<file path="src/rtl/qpsk_tx_pkg.sv">
// Shared definitions for the QPSK transmit frame sequencer: one-hot state
// encoding, default frame constants and the header word builder.
package qpsk_tx_pkg;

  typedef enum logic [5:0] {
    ST_IDLE = 6'b000001,
    ST_PRE  = 6'b000010,
    ST_SYNC = 6'b000100,
    ST_HDR  = 6'b001000,
    ST_PAY  = 6'b010000,
    ST_END  = 6'b100000
  } state_t;

  localparam logic [31:0] PRE_PATTERN_DEF = 32'hCCCCCCCC;
  localparam logic [31:0] SYNC_WORD_DEF   = 32'h1ACFFC1D;
  localparam logic [15:0] HDR_TAG_DEF     = 16'hA55A;

  function automatic logic [31:0] hdr_word(input logic [15:0] tag, input logic [7:0] len);
    return {tag, 8'h00, len};
  endfunction

endpackage

</file>
<file path="src/rtl/qpsk_tx_seq.sv">
// Frame sequencer feeding a QPSK slicer: preamble, sync word, header, then
// len payload words pulled from a valid/ack source, one word per slicer ack.
module qpsk_tx_seq
  import qpsk_tx_pkg::*;
#(
  parameter int unsigned PRE_WORDS   = 2,
  parameter logic [31:0] PRE_PATTERN = PRE_PATTERN_DEF,
  parameter logic [31:0] SYNC_WORD   = SYNC_WORD_DEF,
  parameter logic [15:0] HDR_TAG     = HDR_TAG_DEF
) (
  input  logic        CLK,
  input  logic        RST,
  input  logic        start,
  input  logic [7:0]  len,
  input  logic        abort,
  output logic        busy,
  output logic        done,
  output logic        underrun,
  input  logic        pay_valid,
  input  logic [31:0] pay_data,
  output logic        pay_ack,
  output logic        slc_valid,
  output logic [31:0] slc_data,
  input  logic        slc_ack
);

  localparam logic [7:0] LP_PRE_LAST = 8'(PRE_WORDS - 1);

  state_t      r_state;
  state_t      w_state_nxt;
  logic [7:0]  r_len;
  logic [7:0]  w_len_nxt;
  logic [7:0]  r_cnt;
  logic [7:0]  w_cnt_nxt;
  logic [7:0]  w_cnt_inc;
  logic [31:0] r_data;
  logic [31:0] w_data_nxt;
  logic        r_vld;
  logic        w_vld_nxt;
  logic        r_done;
  logic        w_done_nxt;
  logic        r_pay_ack;
  logic        w_load;
  logic        r_underrun;
  logic        w_underrun_nxt;
  logic        w_adv;
  logic        w_take;

  assign w_adv     = r_vld & slc_ack;
  assign w_cnt_inc = r_cnt + 8'd1;

  always_ff @(posedge CLK or negedge RST) begin
    if (!RST) begin
      r_state    <= ST_IDLE;
      r_len      <= '0;
      r_cnt      <= '0;
      r_data     <= '0;
      r_vld      <= 1'b0;
      r_done     <= 1'b0;
      r_pay_ack  <= 1'b0;
      r_underrun <= 1'b0;
    end else begin
      r_state    <= w_state_nxt;
      r_len      <= w_len_nxt;
      r_cnt      <= w_cnt_nxt;
      r_data     <= w_data_nxt;
      r_vld      <= w_vld_nxt;
      r_done     <= w_done_nxt;
      r_pay_ack  <= w_load;
      r_underrun <= w_underrun_nxt;
    end
  end

  always_comb begin
    w_state_nxt    = r_state;
    w_len_nxt      = r_len;
    w_cnt_nxt      = r_cnt;
    w_data_nxt     = r_data;
    w_vld_nxt      = r_vld;
    w_done_nxt     = 1'b0;
    w_underrun_nxt = r_underrun;
    w_take         = 1'b0;
    w_load         = 1'b0;

    if (abort && (r_state != ST_IDLE)) begin
      w_state_nxt = ST_IDLE;
      w_vld_nxt   = 1'b0;
    end else begin
      unique case (r_state)
        ST_IDLE: begin
          if (start && !abort) begin
            w_state_nxt    = ST_PRE;
            w_len_nxt      = len;
            w_data_nxt     = PRE_PATTERN;
            w_vld_nxt      = 1'b1;
            w_underrun_nxt = 1'b0;
            w_cnt_nxt      = '0;
          end
        end
        ST_PRE: begin
          if (w_adv) begin
            if (r_cnt == LP_PRE_LAST) begin
              w_state_nxt = ST_SYNC;
              w_cnt_nxt   = '0;
              w_data_nxt  = SYNC_WORD;
            end else begin
              w_cnt_nxt   = w_cnt_inc;
            end
          end
        end
        ST_SYNC: begin
          if (w_adv) begin
            w_state_nxt = ST_HDR;
            w_data_nxt  = hdr_word(HDR_TAG, r_len);
          end
        end
        // The header ack already fetches payload word 1 so the slicer never idles.
        ST_HDR: begin
          if (w_adv) begin
            if (r_len == 8'd0) begin
              w_state_nxt = ST_END;
              w_vld_nxt   = 1'b0;
              w_done_nxt  = 1'b1;
            end else begin
              w_state_nxt = ST_PAY;
              w_take      = 1'b1;
            end
          end
        end
        ST_PAY: begin
          if (w_adv) begin
            w_cnt_nxt = w_cnt_inc;
            if (w_cnt_inc == r_len) begin
              w_state_nxt = ST_END;
              w_vld_nxt   = 1'b0;
              w_done_nxt  = 1'b1;
            end else begin
              w_take      = 1'b1;
            end
          end else if (!r_vld) begin
            w_take = 1'b1;
          end
        end
        ST_END: begin
          w_state_nxt = ST_IDLE;
        end
        default: begin
          w_state_nxt = ST_IDLE;
          w_vld_nxt   = 1'b0;
        end
      endcase
    end

    if (w_take) begin
      if (pay_valid) begin
        w_data_nxt = pay_data;
        w_vld_nxt  = 1'b1;
        w_load     = 1'b1;
      end else begin
        w_vld_nxt      = 1'b0;
        w_underrun_nxt = 1'b1;
      end
    end
  end

  assign busy      = (r_state != ST_IDLE);
  assign done      = r_done;
  assign underrun  = r_underrun;
  assign pay_ack   = r_pay_ack;
  assign slc_valid = r_vld;
  assign slc_data  = r_data;

endmodule
</file>
<file path="config.mk">
export PLATFORM = sky130hd
export DESIGN_NAME = qpsk_tx_seq
export DESIGN_NICKNAME = d
export VERILOG_FILES = /design/src/rtl/qpsk_tx_pkg.sv /design/src/rtl/qpsk_tx_seq.sv
export SDC_FILE = /design/constraint.sdc
export NUM_CORES = 1
export LEC_CHECK = 0
export CAP_MARGIN = 20
export CELL_PAD_IN_SITES_DETAIL_PLACEMENT = 0
export CELL_PAD_IN_SITES_GLOBAL_PLACEMENT = 2
export CORE_UTILIZATION = 26
export CTS_CLUSTER_DIAMETER = 150
export CTS_CLUSTER_SIZE = 20
export DETAILED_ROUTE_END_ITERATION = 10
export PLACE_DENSITY = 0.84
export SYNTH_ARGS = -nofsm -noshare
export SYNTH_HDL_FRONTEND = slang
export SYNTH_SLANG_ARGS = --single-unit
</file>
<file path="constraint.sdc">
create_clock -name CLK -period 2.2 [get_ports CLK]
set_input_delay 0.44 -clock CLK [delete_from_list [all_inputs] [get_ports CLK]]
set_output_delay 0.44 -clock CLK [all_outputs]
set_load 0.005 [all_outputs]
</file>
Word-level counts from Yosys, hierarchy flattened
Cells that the tools add are included.
{"block": "op_classes", "add_sub_neg": 1, "n_eq_ne": 25, "muxes": 51, "bitwise": 2, "n_reduce_logical": 10}
{"op": "32-bit two-way mux", "n": 7}
{"op": "32-bit one-hot mux with 3 select lines", "n": 1}
{"op": "6-bit two-way mux", "n": 9}
{"op": "8-bit two-way mux", "n": 4}
{"op": "6-bit one-hot mux with 5 select lines", "n": 1}
{"op": "1-bit two-way mux", "n": 25}
{"op": "8-bit one-hot mux with 3 select lines", "n": 1}
{"op": "3-bit inequality test, second input constant", "n": 7}
{"op": "4-bit inequality test, second input constant", "n": 5}
{"op": "8-bit by 1-bit adder with 8-bit output, second input constant", "n": 1}
{"op": "8-bit by 1-bit == test with 1-bit output, second input constant", "n": 1}
{"op": "8-bit == test", "n": 1}
{"op": "8-bit logical NOT", "n": 1}
{"op": "7-bit AND reduction", "n": 1}
{"op": "6-bit by 1-bit == test with 1-bit output, second input constant", "n": 1}
{"op": "6-bit by 2-bit == test with 1-bit output, second input constant", "n": 1}
{"op": "6-bit by 3-bit == test with 1-bit output, second input constant", "n": 1}
{"op": "6-bit by 4-bit == test with 1-bit output, second input constant", "n": 1}
{"op": "6-bit by 5-bit == test with 1-bit output, second input constant", "n": 1}
{"op": "6-bit == test, second input constant", "n": 1}
{"op": "2-bit inequality test, second input constant", "n": 3}
{"op": "6-bit by 1-bit inequality test with 1-bit output, second input constant", "n": 1}
{"op": "6-bit AND reduction", "n": 1}
{"op": "5-bit AND reduction", "n": 1}
{"op": "10 further kinds", "n": 12}
{"block": "word_totals", "reg_bits": 58, "output_inout_bits": 37, "wordCells": 97}

Logic depth before layout (Yosys ltp)
{"block": "depth", "word_depth": 8, "mapped_depth": 11, "mapped_depth_nobuf": 9}

Worst setup path before layout
OpenSTA, ideal clock, no wires.
{"block": "synth_path", "path_kind": "register to register", "startpoint": "register r_cnt[0]", "endpoint": "register r_vld, in the netlist slc_valid", "arrival_ns": 2.252, "required_ns": 2.075, "slack_ns": -0.177, "stages_incl_launch_ff": 9, "path_buffers": 0, "path_cell_list": "dfrtp_1 ha_1 nand3_1 a211o_1 a311o_1 o211ai_4 nor4_1 or3b_1 mux2_4"}
{"block": "synth_via", "elab_chain_cells": 8, "elab_cells_between_ends": 14, "classes_between": "add/sub: 1; eq/ne: 7; mux: 5; reduce/logical: 1"}
{"item": "start: declaration", "line": "qpsk_tx_seq.sv:33", "text": "logic [7:0] r_cnt;"}
{"item": "start signal: assignment", "line": "qpsk_tx_seq.sv:65", "text": "r_cnt <= w_cnt_nxt;"}
{"item": "8-bit by 1-bit adder with 8-bit output *", "line": "qpsk_tx_seq.sv:50", "text": "assign w_cnt_inc = r_cnt + 8'd1;"}
{"item": "8-bit == test *", "line": "qpsk_tx_seq.sv:133", "text": "if (w_cnt_inc == r_len) begin"}
{"item": "1-bit two-way mux", "line": "qpsk_tx_seq.sv:133"}
{"item": "1-bit two-way mux", "line": "qpsk_tx_seq.sv:131", "text": "if (w_adv) begin"}
{"item": "1-bit one-hot mux with 2 select lines", "line": "qpsk_tx_seq.sv:89", "text": "unique case (r_state)"}
{"item": "1-bit two-way mux", "line": "qpsk_tx_seq.sv:85", "text": "if (abort && (r_state != ST_IDLE)) begin"}
{"item": "4-bit inequality test (no source line) or 3-bit by 1-bit inequality test with 1-bit output (tied branches)"}
{"item": "6-bit AND reduction (no source line)"}
{"item": "end signal: assignment", "line": "qpsk_tx_seq.sv:67", "text": "r_vld <= w_vld_nxt;"}
{"item": "end: declaration", "line": "qpsk_tx_seq.sv:38", "text": "logic r_vld;"}
Every way passes the cells marked *; elsewhere a longest branch is shown, timed or not.
A chain may end at the register's enable or synchronous reset.

Worst setup path in the final report
{"block": "layout_path", "startpoint": "register r_cnt[0]", "endpoint": "register r_data[15], in the netlist slc_data[15]"}
{"block": "layout_via", "elab_chain_cells": 7, "elab_cells_between_ends": 13, "classes_between": "add/sub: 1; eq/ne: 2; mux: 10"}
{"item": "8-bit by 1-bit adder with 8-bit output or 8-bit by 1-bit == test with 1-bit output (tied branches)", "line": "qpsk_tx_seq.sv:50, qpsk_tx_seq.sv:102"}
{"item": "8-bit == test or 32-bit two-way mux (tied branches)", "line": "qpsk_tx_seq.sv:133, qpsk_tx_seq.sv:102"}
{"item": "1-bit two-way mux or 32-bit two-way mux (tied branches)", "line": "qpsk_tx_seq.sv:133, qpsk_tx_seq.sv:101"}
{"item": "1-bit two-way mux or 32-bit one-hot mux with 3 select lines (tied branches)", "line": "qpsk_tx_seq.sv:131, qpsk_tx_seq.sv:89"}
{"item": "1-bit one-hot mux with 2 select lines or 32-bit two-way mux (tied branches)", "line": "qpsk_tx_seq.sv:89, qpsk_tx_seq.sv:85"}
{"item": "1-bit two-way mux or 32-bit two-way mux (tied branches)", "line": "qpsk_tx_seq.sv:85, qpsk_tx_seq.sv:155"}
{"item": "32-bit two-way mux *", "line": "qpsk_tx_seq.sv:154", "text": "if (w_take) begin"}
{"item": "named net w_data_nxt[15]", "line": "qpsk_tx_seq.sv:37", "text": "logic [31:0] w_data_nxt;"}
{"item": "end signal: assignment", "line": "qpsk_tx_seq.sv:66", "text": "r_data <= w_data_nxt;"}
{"item": "end: declaration", "line": "qpsk_tx_seq.sv:36", "text": "logic [31:0] r_data;"}
Mark *: on every way through the listed nets, which the timed path passes. The rest lies on a longest branch.

==> flow_metrics.env <==
export IMPL_power_frac_clock_pct=31.8
export IMPL_regArea_sq_mm=0.00146
export IMPL_avgSynthCellArea_sq_um=8.88
export IMPL_grt_total_usage_pct=17.5
export IMPL_dp_hpwl_um=7170
export IMPL_crit_path_frequent_cell="buf_6"
export IMPL_vias_per_cell=4.83
export IMPL_power_uw=4080
export IMPL_drc=2
export IMPL_synth_top_area_cell="dfrtp_1"
export IMPL_cts_tree="done"
export IMPL_grt_pass1_vias=3271
export IMPL_critPathSlowestCell="dfrtp_2"
export IMPL_yosys_area_share_simple_pct=22.6
export IMPL_switching_share_pct=31.0
export IMPL_synth_edf_count=0
export IMPL_insertedDiodeCount=0
export IMPL_synth_area_leaders="dfrtp_1 (46%), nand2_1 (6.0%), nor2_1 (5.3%), o21ai_0 (4.8%), a31oi_1 (3.0%)"
export IMPL_io_buffers=82
export IMPL_cts_made_buffers=9
export IMPL_drt_pass1_iterations=9
export IMPL_route_antenna_remaining_nets=0
export IMPL_synth_xor_area_share_pct=2.42
export IMPL_num_rows=39
export IMPL_yosysWarnings=0
export IMPL_antenna_found_initial=0
export IMPL_die_area_sq_mm=0.0124
export IMPL_fmax_mhz=417
export IMPL_seqPwrFrac_pct=32.8
export IMPL_async_reset_ff_share_pct=100
export IMPL_period_share_pct=109
export IMPL_core_area_sq_mm=0.0115
export IMPL_drive_gt1_share_pct=34.5
export IMPL_yosysSeqAreaShare_pct=46.7
export IMPL_slew_headroom_pct=63.6
export IMPL_power_switching_uw=1270
export IMPL_period_needed_ns=2.40
export IMPL_worstSetupEndpointType="flop"
export IMPL_synth_top_family_by_area="simple AND/OR/NAND/NOR gates"
export IMPL_nNetsFinal=568
export IMPL_synth_ff_type="dfrtp_1"
export IMPL_combPwrFrac_pct=35.4
export IMPL_worstMarginPinSlew_ns=0.543
export IMPL_synth_cell_type_count=54
export IMPL_power_internal_uw=2810
export IMPL_critPathRequiredTime_ns=2.44
export IMPL_grt_pass1_wl_um=16800
export IMPL_setup_tns_ns=-4.70
export IMPL_cts_max_level=3
export IMPL_gp_congestion=0.844
export IMPL_clock_root_buffer="clkbuf_16"
export IMPL_yosys_mux_area_fraction_pct=1.53
export IMPL_clkTransAtPathRegs_ns=0.05
export IMPL_finalHoldWorstSlack_ns=0.102
export IMPL_synth_top_area_share_pct=45.9
export IMPL_avgRoutedWirePerCell_um=16.0
export IMPL_powerDensity_mw_per_mm2=746
export IMPL_insertion_delay_ns=0.33
export IMPL_synth_compound_area_share_pct=20.3
export IMPL_area_growth_pct=75.9
export IMPL_cp_cell_sequence="buf_6, nand3_4, or3_4, a21oi_4, o211ai_4, buf_6, a21oi_4, buf_6, buf_12, nor2_2, a31oi_1"
export IMPL_initial_utilization_pct=27.0
export IMPL_synth_cells=350
export IMPL_grt_max_degree=59
export IMPL_status="finished, violations left"
export IMPL_finClkSkew_ns=0.00360
export IMPL_io_pins=83
export IMPL_synth_seq_cells=58
export IMPL_crit_fanout=6
export IMPL_crit_cells=11
export IMPL_cp_top_family="compound AO/OA/AOI/OAI gates"
export IMPL_clkSinkCount=58
export IMPL_crit_arrival_ns=2.64
export IMPL_crit_path_max_incr_delay_ns=0.44
export IMPL_cp_start_kind="flop"
export IMPL_fillers=1065
export IMPL_grt_ovfl_total=0
export IMPL_r2r_cells=11
export IMPL_fin_area_sq_mm=0.00547
export IMPL_die_height_um=111
export IMPL_netlist_area_sq_mm=0.00311
export IMPL_hold_path_class="primary input to async pin"
export IMPL_multi_input_area_sq_mm=0.00178
export IMPL_p_leak_uw=0.00241
export IMPL_dp_slack_ns=-0.485
export IMPL_placed_cell_area_sq_mm=0.00462
export IMPL_violations="design-rule violations, negative setup slack"
export IMPL_rsz0062_at_grt="yes"
export IMPL_clk_path_buf_depth=2
export IMPL_vias=3229
export IMPL_finalWirelength_um=10700
export IMPL_finalMaxSlewViolations=0
export IMPL_ctsHoldBuffers=0
export IMPL_ir_drop_v=0.000420
export IMPL_path_class="flop to flop"
export IMPL_layout_setup_ws_ns=-0.198
export IMPL_cap_violations=0
export IMPL_synthAdderAreaFrac_pct=0.805
export IMPL_drt_iter0_markers=167
export IMPL_setup_violations=42
export IMPL_hold_viol_final=0
export IMPL_crit_buf_inv=4
export IMPL_fp_dieW_um=111
export IMPL_syn_nets=398
==> cell usage in the layout (no fill, tap or decap), types with 4 or more instances in the layout <==
| master | instances |
|---|---|
| buf_4 | 76 |
| a31oi_1 | 14 |
| buf_6 | 10 |
| clkdlybuf4s50_1 | 80 |
| nor2_1 | 30 |
| nand2_1 | 49 |
| nor2b_1 | 4 |
| clkbuf_16 | 9 |
| nor2_2 | 11 |
| buf_16 | 4 |
| o21ai_0 | 13 |
| inv_1 | 18 |
| nor2_4 | 4 |
| dfrtp_1 | 50 |
| o21ai_1 | 13 |
| o211ai_1 | 8 |
| o21ai_2 | 4 |
| dfrtp_2 | 7 |
| nand3_2 | 4 |
| a21oi_1 | 15 |
==> power groups by stage <==
| stage | Clock, uW | Sequential (uW) | Combinational, uW |
|---|---|---|---|
| final | 1300 | 1340 | 1440 |
| after detailed placement | 0 | 1340 | 1260 |
| after global placement | 0 | 1340 | 1250 |
| after global routing | 1370 | 1350 | 1590 |
| after floorplan | 0 | 1340 | 510 |
| after CTS | 1340 | 1320 | 1330 |
==> state kept, by name (all words and copies together) (netlist names) <==
| name | flops |
|---|---|
| underrun | 1 |
| slc_data | 32 |
| slc_valid | 1 |
| done | 1 |
| pay_ack | 1 |
| r_state | 6 |
| r_len | 8 |
| r_cnt | 8 |
==> timing repair <==
item | 4_1_cts | 5_1_grt
gates cloned | 5 | 0
buffers inserted | 14 | 5
gates resized for setup | 56 | 50
setup endpoints to repair | 45 | 45
pin swaps | 10 | 13
==> layer usage <==
| metal | vias to the layer above | share of wire, % | track usage [%] | routed length [um] |
|---|---|---|---|---|
| met3 | 12 | 4.2 | 3.38 | 449 |
| met4 | 0 | 1.9 | 8.11 | 199 |
| met2 | 75 | 49 | 28.8 | 5270 |
| met5 | - | 0 | 0 | 0 |
| li1 | 1586 | - | - | - |
| met1 | 1556 | 45 | 22.3 | 4760 |
==> kinds of logic after synthesis <==
| logic type | Yosys count |
|---|---|
| buffers and inverters | 38 |
| muxes | 4 |
| xor gates and xnor gates | 7 |
| AOI/OAI and AO/OA | 98 |
| adders and majority gates | 2 |
| and+or+nand+nor | 143 |
| DFF | 58 |
==> Yosys cell counts, types with 3 or more instances <==
master     n
xnor2_1    3
xor2_1     3
a221oi_1   4
o41ai_1    3
nand2_1   50
a21oi_1   18
nand3_1    7
inv_1     20
nand2b_1   4
nand3b_1   3
buf_2      8
a31oi_1   15
a211o_1    3
nor4_1     4
nand4_1    3
and3_1     3
o31ai_1    3
nor2b_1    5
o21ai_0   30
dfrtp_1   57
clkbuf_1   5
nor2_1    44
a22oi_1    3
nor3_1     5
buf_4      3
o211ai_1   8
==> worst paths after layout <==
| check | end | slack, ns | startpoint |
|---|---|---|---|
| max in group asynchronous | r_state[0] | 1.76 | RST |
| worst min register to register | slc_data[22] | 0.54 | slc_data[22] |
| worst max-delay path | slc_data[15] | -0.20 | r_cnt[0] |
| worst max register to register | slc_data[15] | -0.20 | r_cnt[0] |
| min in group CLK | slc_data[22] | 0.54 | slc_data[22] |
| worst min-delay path | slc_data[7] | 0.10 | RST |
==> stage by stage <==
stage                     utilization (%)  instances
after floorplan                         -        350
after global placement               40.1        631
after detailed placement             40.1        631
after CTS                            45.8        665
after global routing                 47.5        668
final                                47.5        668
==> layout make-up <==
type                       instances  area share, %
clock buffer                      13           4.76
clock inverter                     3          0.275
inverter                          20           1.37
multi-input combinational        254           32.5
sequential                        58           26.7
tap                              143           3.27
timing repair buffer             177           31.1
(Power assumes the default switching activity.)
==> patch 1: new RTL, same settings <==
Make the reset (`RST`) synchronous in one clocked block.
--- a/src/rtl/qpsk_tx_seq.sv
+++ b/src/rtl/qpsk_tx_seq.sv
@@ -49,7 +49,7 @@
   assign w_adv     = r_vld & slc_ack;
   assign w_cnt_inc = r_cnt + 8'd1;
 
-  always_ff @(posedge CLK or negedge RST) begin
+  always_ff @(posedge CLK) begin
     if (!RST) begin
       r_state    <= ST_IDLE;
       r_len      <= '0;
Formal check against the unedited RTL: differs if RST is asserted again (counterexample within 4 cycles, from zero or initial values and one cycle with RST low); with RST held inactive, the same outputs for 10 cycles.
==> patch 1 against the unedited design <==
  * The run ends with setup timing left
  * Core utilization up 1.5 points
  * Maximum frequency up 1.7%
  * Routed wire length up 5.1%
  * Synthesized area down 5.0%
  * Worst hold slack better by 370 ps
  * Critical path depth unchanged
  * Sequential cell count unchanged
  * Setup slack better by 41 ps
  * Design area down 2.1%
Power is not compared: it rests on default switching activity, and its combinational part moved more than twofold at a synthesized area within 25%.
==> patch 1: results (changes against the unedited design) <==
postCtsSetupBuffers: 12  # -2
crit_start: "r_cnt[1]"
ys_top_cells_by_count: "dfxtp_1, nand2_1, a21oi_1"
ys_async_sr_fraction_pct: 0  # -100 points
cts_resized: 46  # -18%
synth-xor-area-share_pct: 2.669  # +0.25 points
synthesis.nets: 416  # +4.5%
grt_pass1_vias: 3326  # +1.7%
violations: "setup timing"
dpl.hpwl_mm: 7.630  # +6.5%
regArea_um2: 1177  # -19%
fin_ws_ps: -157.0  # +41.01 ps
setup_violations: 31  # -26%
synth_ff_type: "dfxtp_1"
multi_input_comb_cells: 282  # +11%
drt-met1-wl_mm: 5.188  # +8.9%
grt_max_degree: 39  # -34%
multiInputGateArea_um2: 1926  # +8.3%
timing.rr.end: "slc_valid"
muxShareOfSynthArea_pct: 0.3814  # -1.1 points
hp-start: "slc_data[8]"
worstPathMaxFanout: 4  # -2
critPathMaxStageDelay_ps: 380  # -60 ps
vias: 3447  # +6.8%
synthAdderAreaFrac_pct: 0.8475  # +0.042 points
worst_pin_slew_ps: 553.3  # +10.13 ps
hold_slack_ps: 469.0  # +367.3 ps
nNonClkBuffers: 180  # +1.7%
critPathSlowestCell: "dfxtp_4"
n_fill_cell: 1061  # -0.38%
dr_wl_met2_mm: 5.299  # +0.55%
clk_share_pct: 5.962  # +0.93 points
status: "complete, but fails checks"
drive_gt1_share_pct: 33.82  # -0.65 points
fin_skew_ps: 6.337  # +2.736 ps
synth-compound-area-share_pct: 25.59  # +5.3 points
inverters_excl_clock: 8  # -60%
bufAreaShareNonClock_pct: 32.17  # +1.1 points
arrival_ps: 2540  # -100 ps
hp-class: "reg2reg"
dr_wl_met3_um: 595  # +33%
routed_wl_mm: 11.22  # +5.1%
drtPass1Iterations: 4  # -5
design.seq.count: 58  # unchanged
grt_pass1_wl_mm: 16.86  # +0.29%
grtUsageTotal_pct: 18.75  # +1.2 points
ys_seq_area_share_pct: 39.32  # -7.4 points
ys_top_cells_by_area: "dfxtp_1, nand2_1, a21oi_1"
globalplace.congestion: 0.8365  # -0.87%
cp_top_family: "compound AO/OA/AOI/OAI gates"
patch 1: worst max path at each step:
stage                    to  slack [ps]  depth (start not counted)
2_1_floorplan  slc_data[17]           6                          8
3_3_place_gp   slc_data[27]        -210                          8
3_5_place_dp   slc_data[23]        -280                          8
4_1_cts        slc_data[17]         -90                          8
5_1_grt           slc_valid        -260                         11
6_report          slc_valid        -160                         11
patch 1: metal layers:
metal	GRT usage (%)	up-vias
li1	-	1702
met1	25.69	1617
met2	29.61	115
met3	3.195	13
met4	6.274	0
met5	0	-
patch 1: through the flow:
step | instances | worst slack (ps) | instance area, um2 | setup TNS, ps | power [mW]
after floorplan | 368 | 5.815 | 2959 | 0 | 1.253
after global placement | 640 | -208.8 | 4429 | -5756 | 1.479
after detailed placement | 640 | -282.2 | 4429 | -7178 | 1.480
after CTS | 672 | -89.80 | 5071 | -832.2 | 3.012
after global routing | 684 | -259.9 | 5351 | -6384 | 3.109
final | 684 | -157.0 | 5351 | -2408 | 3.016
==> patch 2: new RTL, same flow settings <==
Made on the original files. Take the reset off `r_data` and load it in a clocked block of its own.
--- a/src/rtl/qpsk_tx_seq.sv
+++ b/src/rtl/qpsk_tx_seq.sv
@@ -54,7 +54,6 @@
       r_state    <= ST_IDLE;
       r_len      <= '0;
       r_cnt      <= '0;
-      r_data     <= '0;
       r_vld      <= 1'b0;
       r_done     <= 1'b0;
       r_pay_ack  <= 1'b0;
@@ -63,12 +62,15 @@
       r_state    <= w_state_nxt;
       r_len      <= w_len_nxt;
       r_cnt      <= w_cnt_nxt;
-      r_data     <= w_data_nxt;
       r_vld      <= w_vld_nxt;
       r_done     <= w_done_nxt;
       r_pay_ack  <= w_load;
       r_underrun <= w_underrun_nxt;
     end
+  end
+
+  always_ff @(posedge CLK) begin
+    r_data <= w_data_nxt;
   end
 
   always_comb begin
Check against the original RTL: not equivalent (a bounded check fails within 4 cycles, from zero or initial values and one cycle with RST low).
==> patch 2 against the unedited design <==
  * Setup slack gained 31 ps
  * Sequential cell count is the same
  * Global-route usage grew 1.2 points
  * Routed wire length shrank 0.80%
  * Largest cell class is now non-clock buffers
  * Design area grew 3.2%
  * Synthesized area shrank 5.2%
  * Sequential power is essentially flat
  * Total power grew 7.5%
  * Critical endpoint is now slc_valid
  * The run ends with setup timing left
==> patch 2: results (changes against the unedited design) <==
status: "complete, but fails checks"
violations: "setup timing"
use_met3_pct: 5.365  # +2.0 points
design_area_um2: 5644  # +3.2%
setup_violations: 38  # -9.5%
drtPass1Iterations: 4  # -5
grt_max_degree: 27  # -54%
post-route-util_pct: 51.61  # +4.1 points
peakVddDrop_uv: 408.2  # -2.9%
synth_cell_types: 55  # +1.9%
grtUsageTotal_pct: 18.68  # +1.2 points
drtIter0Drc: 151  # -9.6%
placed_cells: 635  # +0.63%
critPathMaxStageDelay_ps: 570  # +130 ps
routed_wl_mm: 10.60  # -0.80%
setup_tns_ps: -2449  # +2247 ps
globalplace.congestion: 0.8890  # +5.4%
grt_pass1_vias: 3300  # +0.89%
grtUsageMet2_pct: 32.05  # +3.3 points
timing.rr.end: "slc_valid"
drt-met1-wl_mm: 4.663  # -2.1%
arrival_ps: 2590  # -50 ps
worstPathMaxFanout: 2  # -4
r2r.worst_path.cells: 7  # -4
drive_gt1_share_pct: 39.78  # +5.3 points
post-place-ws_ps: -233.4  # +251.5 ps
fin_ws_ps: -166.5  # +31.50 ps
fin_skew_ps: 10.05  # +6.453 ps
fin_nets: 581  # +2.3%
timing.slew.headroom_pct: 69.18  # +5.6 points
-- patch 2: cell types whose count changed after synthesis --
cell and change:
dfrtp_1 -32, dfxtp_1 +32
-- patch 2: kinds of logic (layout without fill, tap and decap cells) --
kind of cell	Yosys count	count (layout)	synth area share, %
DFF	58	58	43.85
and+or+nand+nor	143	143	23.85
adders and majority gates	2	2	0.8488
xor gates and xnor gates	7	7	2.547
buffers and inverters	38	226	5.857
AOI/OAI and AO/OA	98	98	21.44
muxes	4	4	1.613
-- patch 2: how the worst min path moves through the flow --
stage	from	end	slack [ps]	depth (start not counted)
floorplan	RST	done	140	0
global placement	slc_data[19]	slc_data[19]	450	2
detailed placement	slc_data[22]	slc_data[22]	450	2
CTS	slc_data[21]	slc_data[21]	460	2
global route	slc_data[21]	slc_data[21]	480	2
finish	slc_data[21]	slc_data[21]	450	2
-- patch 2: power breakdown --
part / switching, mW / internal (mW) / total (mW)
combinational: 0.702 / 0.804 / 1.51
sequential: 0.134 / 1.20 / 1.34
clock: 0.545 / 1.00 / 1.54
total: 1.38 / 3.01 / 4.39
-- patch 2: what timing repair did --
| item | in CTS | in global routing |
|---|---|---|
| gates cloned | 4 | 6 |
| buffers inserted | 11 | 9 |
| hold buffers | 0 | 0 |
| hold endpoints to repair | 0 | 0 |
| endpoints found under the setup margin | 46 | 45 |
| pin swaps | 16 | 23 |
| gates resized for setup | 72 | 58 |
-- patch 2: worst max-delay path: cells and delay by family (launching register included) --
| kind | cells | cell delay (ps) |
|---|---|---|
| AOI/OAI and AO/OA | 2 | 260 |
| buffers and inverters | 1 | 150 |
| DFF | 1 | 400 |
| muxes | 1 | 300 |
| and+or+nand+nor | 3 | 1170 |
